[config.mk]
export PLATFORM = sky130hd
export DESIGN_NAME = aes_vector_sequencer
export DESIGN_NICKNAME = d
export VERILOG_FILES = /design/src/rtl/aes_seq_pkg.sv /design/src/rtl/aes_vector_mem.sv /design/src/rtl/aes_vector_sequencer.sv
export SDC_FILE = /design/constraint.sdc
export NUM_CORES = 2
export LEC_CHECK = 0
export CAP_MARGIN = 30
export CORE_MARGIN = 1.5
export CORE_UTILIZATION = 50
export DETAILED_ROUTE_END_ITERATION = 10
export GPL_TIMING_DRIVEN = 0
export PLACE_DENSITY = 0.75
export SETUP_SLACK_MARGIN = 0.02
export SLEW_MARGIN = 10
export SYNTH_ARGS = -nofsm -noshare
export SYNTH_HDL_FRONTEND = slang
export SYNTH_HIERARCHICAL = 1
export SYNTH_SLANG_ARGS = --single-unit
export TNS_END_PERCENT = 30
[constraint.sdc]
create_clock -name AES_clk -period 39.5 [get_ports AES_clk]
set_clock_uncertainty 0.15 [all_clocks]
set_input_delay 7.9 -clock AES_clk [delete_from_list [all_inputs] [get_ports AES_clk]]
set_output_delay 7.9 -clock AES_clk [all_outputs]
set_load 0.1 [all_outputs]
[src/rtl/aes_seq_pkg.sv]
// Shared types and constants for the AES vector sequencer: FSM states,
// the FIPS-197 AES-128 example vector and a saturating increment helper.
package aes_seq_pkg;

    typedef enum logic [2:0] {
        S_IDLE,
        S_LOAD,
        S_RUN,
        S_GAP,
        S_DONE
    } seq_state_t;

    localparam logic [127:0] FIPS_PT  = 128'h00112233445566778899aabbccddeeff;
    localparam logic [127:0] FIPS_KEY = 128'h000102030405060708090a0b0c0d0e0f;
    localparam logic [127:0] FIPS_CT  = 128'h69c4e0d86a7b0430d8cdb78070b4c55a;

    // Holds at the all-ones value of a w-bit counter (w <= 32).
    function automatic logic [31:0] sat_inc(input logic [31:0] v, input int unsigned w);
        logic [31:0] max_v;
        max_v = 32'hFFFF_FFFF >> (32 - w);
        return (v == max_v) ? v : v + 32'd1;
    endfunction

endpackage

[src/rtl/aes_vector_mem.sv]
// Vector table: DEPTH entries of {pt, key, ct}, one write port and a
// combinational read port.
module aes_vector_mem #(
    parameter int DEPTH  = 4,
    parameter int ENT_W  = 384,
    parameter int ADDR_W = 2
) (
    input  logic              i_clk,
    input  logic              i_wr_en,
    input  logic [ADDR_W-1:0] i_wr_addr,
    input  logic [ENT_W-1:0]  i_wr_data,
    input  logic [ADDR_W-1:0] i_rd_addr,
    output logic [ENT_W-1:0]  o_rd_data
);

    logic [ENT_W-1:0] r_mem [DEPTH];

    // Address decode by loop so out-of-range addresses simply miss.
    always_ff @(posedge i_clk) begin
        for (int i = 0; i < DEPTH; i++) begin
            if (i_wr_en && i_wr_addr == ADDR_W'(i)) r_mem[i] <= i_wr_data;
        end
    end

    always_comb begin
        o_rd_data = r_mem[0];
        for (int i = 1; i < DEPTH; i++) begin
            if (i_rd_addr == ADDR_W'(i)) o_rd_data = r_mem[i];
        end
    end

endmodule

[src/rtl/aes_vector_sequencer.sv]
// Drives a table of AES test vectors into AES_top one at a time, waits for
// the result or a timeout, and keeps saturating pass/fail/timeout statistics.
module aes_vector_sequencer
    import aes_seq_pkg::*;
#(
    parameter int DATA_W  = 128,
    parameter int KEY_W   = 128,
    parameter int NUM_VEC = 4,
    parameter int IDX_W   = (NUM_VEC > 1) ? $clog2(NUM_VEC) : 1,
    parameter int CNT_W   = 16,
    parameter int TIMEOUT = 64,
    parameter int GAP     = 2
) (
    input  logic              AES_clk,
    input  logic              AES_rst,
    input  logic              start,
    input  logic              abort,
    input  logic              cfg_loop,
    input  logic              vec_wr_en,
    input  logic [IDX_W-1:0]  vec_wr_addr,
    input  logic [DATA_W-1:0] vec_wr_pt,
    input  logic [KEY_W-1:0]  vec_wr_key,
    input  logic [DATA_W-1:0] vec_wr_ct,
    output logic              dut_en,
    output logic [DATA_W-1:0] dut_data,
    output logic [KEY_W-1:0]  dut_key,
    input  logic              dut_valid,
    input  logic [DATA_W-1:0] dut_data_out,
    output logic              busy,
    output logic              done,
    output logic [CNT_W-1:0]  pass_cnt,
    output logic [CNT_W-1:0]  fail_cnt,
    output logic [CNT_W-1:0]  timeout_cnt,
    output logic              first_fail_vld,
    output logic [IDX_W-1:0]  first_fail_idx
);

    localparam int ENT_W  = 2 * DATA_W + KEY_W;
    localparam int WAIT_W = $clog2(TIMEOUT);
    localparam int GAP_W  = (GAP > 1) ? $clog2(GAP) : 1;
    localparam logic [IDX_W-1:0]  LAST_IDX  = IDX_W'(NUM_VEC - 1);
    localparam logic [WAIT_W-1:0] WAIT_LAST = WAIT_W'(TIMEOUT - 1);
    localparam logic [GAP_W-1:0]  GAP_LAST  = GAP_W'(GAP - 1);

    seq_state_t        r_state, w_next;
    logic [IDX_W-1:0]  r_idx;
    logic [WAIT_W-1:0] r_wait;
    logic [GAP_W-1:0]  r_gap;
    logic [DATA_W-1:0] r_dut_data;
    logic [KEY_W-1:0]  r_dut_key;
    logic [CNT_W-1:0]  r_pass_cnt, r_fail_cnt, r_to_cnt;
    logic              r_ff_vld;
    logic [IDX_W-1:0]  r_ff_idx;

    logic [ENT_W-1:0]  w_entry;
    logic [DATA_W-1:0] w_pt, w_ct;
    logic [KEY_W-1:0]  w_key;
    logic              w_wr_en, w_begin, w_pass, w_fail, w_to, w_gap_end;
    logic              w_dut_en, w_done, w_busy;

    assign w_wr_en = vec_wr_en && (r_state == S_IDLE);

    aes_vector_mem #(
        .DEPTH (NUM_VEC),
        .ENT_W (ENT_W),
        .ADDR_W(IDX_W)
    ) u_mem (
        .i_clk    (AES_clk),
        .i_wr_en  (w_wr_en),
        .i_wr_addr(vec_wr_addr),
        .i_wr_data({vec_wr_pt, vec_wr_key, vec_wr_ct}),
        .i_rd_addr(r_idx),
        .o_rd_data(w_entry)
    );

    assign {w_pt, w_key, w_ct} = w_entry;

    always_comb begin
        w_next    = r_state;
        w_begin   = 1'b0;
        w_pass    = 1'b0;
        w_fail    = 1'b0;
        w_to      = 1'b0;
        w_gap_end = 1'b0;
        w_dut_en  = 1'b0;
        w_done    = 1'b0;
        w_busy    = (r_state != S_IDLE);
        case (r_state)
            S_IDLE: begin
                if (start) begin
                    w_next  = S_LOAD;
                    w_begin = 1'b1;
                end
            end
            S_LOAD: w_next = S_RUN;
            S_RUN: begin
                w_dut_en = 1'b1;
                // A result on the last permitted cycle still counts as a compare.
                if (dut_valid) begin
                    w_pass = (dut_data_out == w_ct);
                    w_fail = (dut_data_out != w_ct);
                    w_next = S_GAP;
                end else if (r_wait == WAIT_LAST) begin
                    w_to   = 1'b1;
                    w_next = S_GAP;
                end
            end
            S_GAP: begin
                if (r_gap == GAP_LAST) begin
                    w_gap_end = 1'b1;
                    w_next    = (r_idx != LAST_IDX || cfg_loop) ? S_LOAD : S_DONE;
                end
            end
            S_DONE: begin
                w_done = 1'b1;
                w_next = S_IDLE;
            end
            default: w_next = S_IDLE;
        endcase
        if (abort) begin
            w_next    = S_IDLE;
            w_begin   = 1'b0;
            w_pass    = 1'b0;
            w_fail    = 1'b0;
            w_to      = 1'b0;
            w_gap_end = 1'b0;
        end
    end

    always_ff @(posedge AES_clk) begin
        if (AES_rst) begin
            r_state <= S_IDLE;
        end else begin
            r_state <= w_next;
        end
    end

    always_ff @(posedge AES_clk) begin
        if (AES_rst) begin
            r_idx      <= '0;
            r_wait     <= '0;
            r_gap      <= '0;
            r_dut_data <= '0;
            r_dut_key  <= '0;
            r_pass_cnt <= '0;
            r_fail_cnt <= '0;
            r_to_cnt   <= '0;
            r_ff_vld   <= 1'b0;
            r_ff_idx   <= '0;
        end else begin
            r_wait <= (r_state == S_RUN) ? r_wait + 1'b1 : '0;
            r_gap  <= (r_state == S_GAP) ? r_gap + 1'b1 : '0;
            if (w_begin) begin
                r_idx      <= '0;
                r_pass_cnt <= '0;
                r_fail_cnt <= '0;
                r_to_cnt   <= '0;
                r_ff_vld   <= 1'b0;
                r_ff_idx   <= '0;
            end
            if (r_state == S_LOAD) begin
                r_dut_data <= w_pt;
                r_dut_key  <= w_key;
            end
            if (w_gap_end) begin
                if (r_idx != LAST_IDX) r_idx <= r_idx + 1'b1;
                else if (cfg_loop)     r_idx <= '0;
            end
            if (w_pass) r_pass_cnt <= CNT_W'(sat_inc(32'(r_pass_cnt), CNT_W));
            if (w_fail) r_fail_cnt <= CNT_W'(sat_inc(32'(r_fail_cnt), CNT_W));
            if (w_to)   r_to_cnt   <= CNT_W'(sat_inc(32'(r_to_cnt), CNT_W));
            if ((w_fail || w_to) && !r_ff_vld) begin
                r_ff_vld <= 1'b1;
                r_ff_idx <= r_idx;
            end
        end
    end

    assign dut_en         = w_dut_en;
    assign dut_data       = r_dut_data;
    assign dut_key        = r_dut_key;
    assign busy           = w_busy;
    assign done           = w_done;
    assign pass_cnt       = r_pass_cnt;
    assign fail_cnt       = r_fail_cnt;
    assign timeout_cnt    = r_to_cnt;
    assign first_fail_vld = r_ff_vld;
    assign first_fail_idx = r_ff_idx;

endmodule
==> impl_metrics.ini <==
[sta]
fmax_ghz = 0.0899
hold_viol_final = 0
rsz0062_at_grt = no
finalSetupViolCount = 0
min_period_ns = 11.12
relSlewSlack_pct = 28.0
tightest_slew_ns = 1.08
post-route-period-util_pct = 28.2
drv_slew = 0
tns_ns = 0

[setup_path]
critPathMaxFanout = 11
crit_type = in -> reg
cp_common_cell = buf_4
critical_path.max_stage_delay_ns = 0.47
critPathLaunch = vec_wr_en
cpMaxStageDelayCell = clkdlybuf4s50_1
cpLargestDelayFamily = buffers and inverters
crit_required_ns = 39.87
cp_num_buf_inv = 13
critPathCaptureType = flip-flop
cp-start-kind = input port
cp.arrival_ns = 11.49
reg2reg_from = r_idx[1]
path_cells = clkdlybuf4s50_1, and2_1, nor3b_2, buf_4, buf_6, buf_6, buf_4, buf_4, buf_6, buf_4, buf_4, buf_6, buf_4, buf_4, buf_4

[routing]
wl_per_cell_um = 27.1
viasPerCell = 5.71
drt_iter0_drc = 3632
postRouteAntennaNets = 0
dr.pass1.iters = 7
drt-total-wl_mm = 190
drcViolationCount = 0
dr_total_vias = 40110

[grt]
use_met2_pct = 44.4
antenna_found_initial = 95
grt_max_degree = 50
gr-total-overflow = 0
grt_usage_pct = 26.4
busiest_layer = met2
use_met3_pct = 8.36
grt_pass1_vias = 40720
grtUsageMet1_pct = 31.5
grt_pass1_wl_mm = 271

[floorplanning]
dieArea_um2 = 142000
core_um2 = 139000
ios = 831
die_w_um = 377
initial_core_util_pct = 50.2
row_count = 137
die_y_um = 377

[power_and_ir_drop]
leakage_nw = 30.2
power.switching_w = 0.000944
p_clk_share_pct = 40.8
switching_share_pct = 22.3
power_w = 0.00423
peakVddDrop_mv = 0.0376
p_comb_share_pct = 7.2
p_int_w = 0.00329
power_density_nw_per_um2 = 46.2
seq_power_share_pct = 52.0

[clocking]
clock_latency_ns = 0.81
post_cts_resized = 0
clock-root-buffer = clkbuf_16
cts_setup_buffers = 0
path_clk_slew_ns = 0.06
postCtsHoldBufs = 0
clkSinkCount = 1855
cts_max_path_buffers = 3
cts_buffers = 181
cts.htree.levels = 4
cts_tree = built

[status]
outcome = completed

[yosys]
synth_most_common_cell = edfxtp_1
avgSynthCellArea_um2 = 18.9
ys_ff_latch = 1855
synth_edf_count = 1536
synth.top_cell.area_share_pct = 66.0
yosys_warnings = 6
yosys-top-cells-area = edfxtp_1, mux4_1, dfxtp_1
synthCells = 3700
syn_nets = 4226
synth_largest_area_cell = edfxtp_1
synth_ff_type = edfxtp_1
yosysUniqueCellTypes = 64
synthTopCellsByCount = edfxtp_1, nand2_1, dfxtp_1
ys_async_sr_fraction_pct = 0
yosysSeqAreaShare_pct = 75.1
synth_area_um2 = 69900

[finish]
final_cell_area_um2 = 91500
fin_nets = 5458
drive_gt1_share_pct = 14.4
n_fill_cell = 8946
syn_to_final_growth_pct = 31.0

[place]
io_buffers = 829
post-dp-hpwl_mm = 132
placedInstanceArea_um2 = 85300
place_congestion = 0.842

[min_path]
holdCritPathClass = reg -> reg
min_from = dut_key[81]

[flow_run]
drv_cap = 0
[placed cells by master, fill, tap and decap left out, types with 54 or more instances in the layout]
cell,instances
a21oi_1,274
mux4_2,131
edfxtp_1,1536
nand2_1,539
mux4_1,253
clkbuf_16,184
clkbuf_1,143
buf_6,59
buf_16,150
dfxtp_1,319
xor2_1,133
diode_2,54
clkdlybuf4s50_1,829
[per-stage QoR]
stage | hold WS [ns] | utilization (%) | setup WS, ns | std cells
4_1_cts | 0.305 | 65.6 | 28.40 | 6965
6_report | 0.304 | 65.8 | 28.38 | 7023
3_5_place_dp | 0.297 | 61.3 | 27.66 | 6621
2_1_floorplan | 0.276 | - | 2.07 | 3700
5_1_grt | 0.320 | 65.8 | 28.28 | 7011
3_3_place_gp | 0.292 | 57.9 | -21.58 | 6405
[layout make-up]
cell class / instances / area (um2) / area share [%]
Inverter: 6 / 22.5 / 0.0246
Clock buffer: 245 / 5010 / 5.48
Antenna cell: 54 / 135 / 0.148
Buffer: 197 / 1130 / 1.24
Clock inverter: 99 / 962 / 1.05
Timing Repair Buffer: 1049 / 13200 / 14.4
Tap cell: 1876 / 2350 / 2.56
Sequential cell: 1855 / 52500 / 57.4
Multi-Input combinational cell: 1642 / 16200 / 17.7
[routing by layer]
metal,vias to the layer above,share of wire (%),routed length (um)
li1,17346,-,-
met1,20421,36,68500
met2,1829,50,95600
met3,434,9.5,18000
met4,80,3.9,7470
met5,-,0.28,532
[cells by family (layout without fill, tap and decap cells)]
kind of cell	Yosys count	after routing	share of synthesized area, %
muxes	398	398	13.9
xor gates and xnor gates	143	143	1.79
buffers and inverters	203	1596	1.65
and+or+nand+nor	767	767	4.82
adders and majority gates	5	5	0.0895
AOI/OAI and AO/OA	329	329	2.57
DFF	1855	1855	75.1
other	0	54	0
[path summary, 6_finish.rpt]
check / endpoint / slack (ns) / cells past startpoint
setup / recovery: u_mem/r_mem[0][76] / 28.38 / 15
hold / removal: dut_key[81] / 0.30 / 2
setup reg to reg: pass_cnt[3] / 33.91 / 14
hold reg to reg: dut_key[81] / 0.30 / 2
[flip-flops by register name, summed over array words and instances, names as in the netlist, 3 cells and up]
signal and count:
r_wait 6, u_mem/r_mem 1536, fail_cnt 16, r_state 3, pass_cnt 16, dut_key 128
dut_data 128, timeout_cnt 16
[power groups by stage]
stage	Sequential, W	Clock [W]	Combinational (W)
floorplan	0.00234	0	0.0000664
global placement	0.00229	0	0.000262
detailed placement	0.00224	0	0.000301
CTS	0.00220	0.00175	0.000303
global route	0.00220	0.00182	0.000317
finish	0.00220	0.00173	0.000304
[worst min-delay path: stages (launching register included)]
cell,delay (ns)
dfxtp_1,0.31
nand2_1,0.05
a21oi_1,0.05
Note: power is estimated with default switching activity, not from simulation.
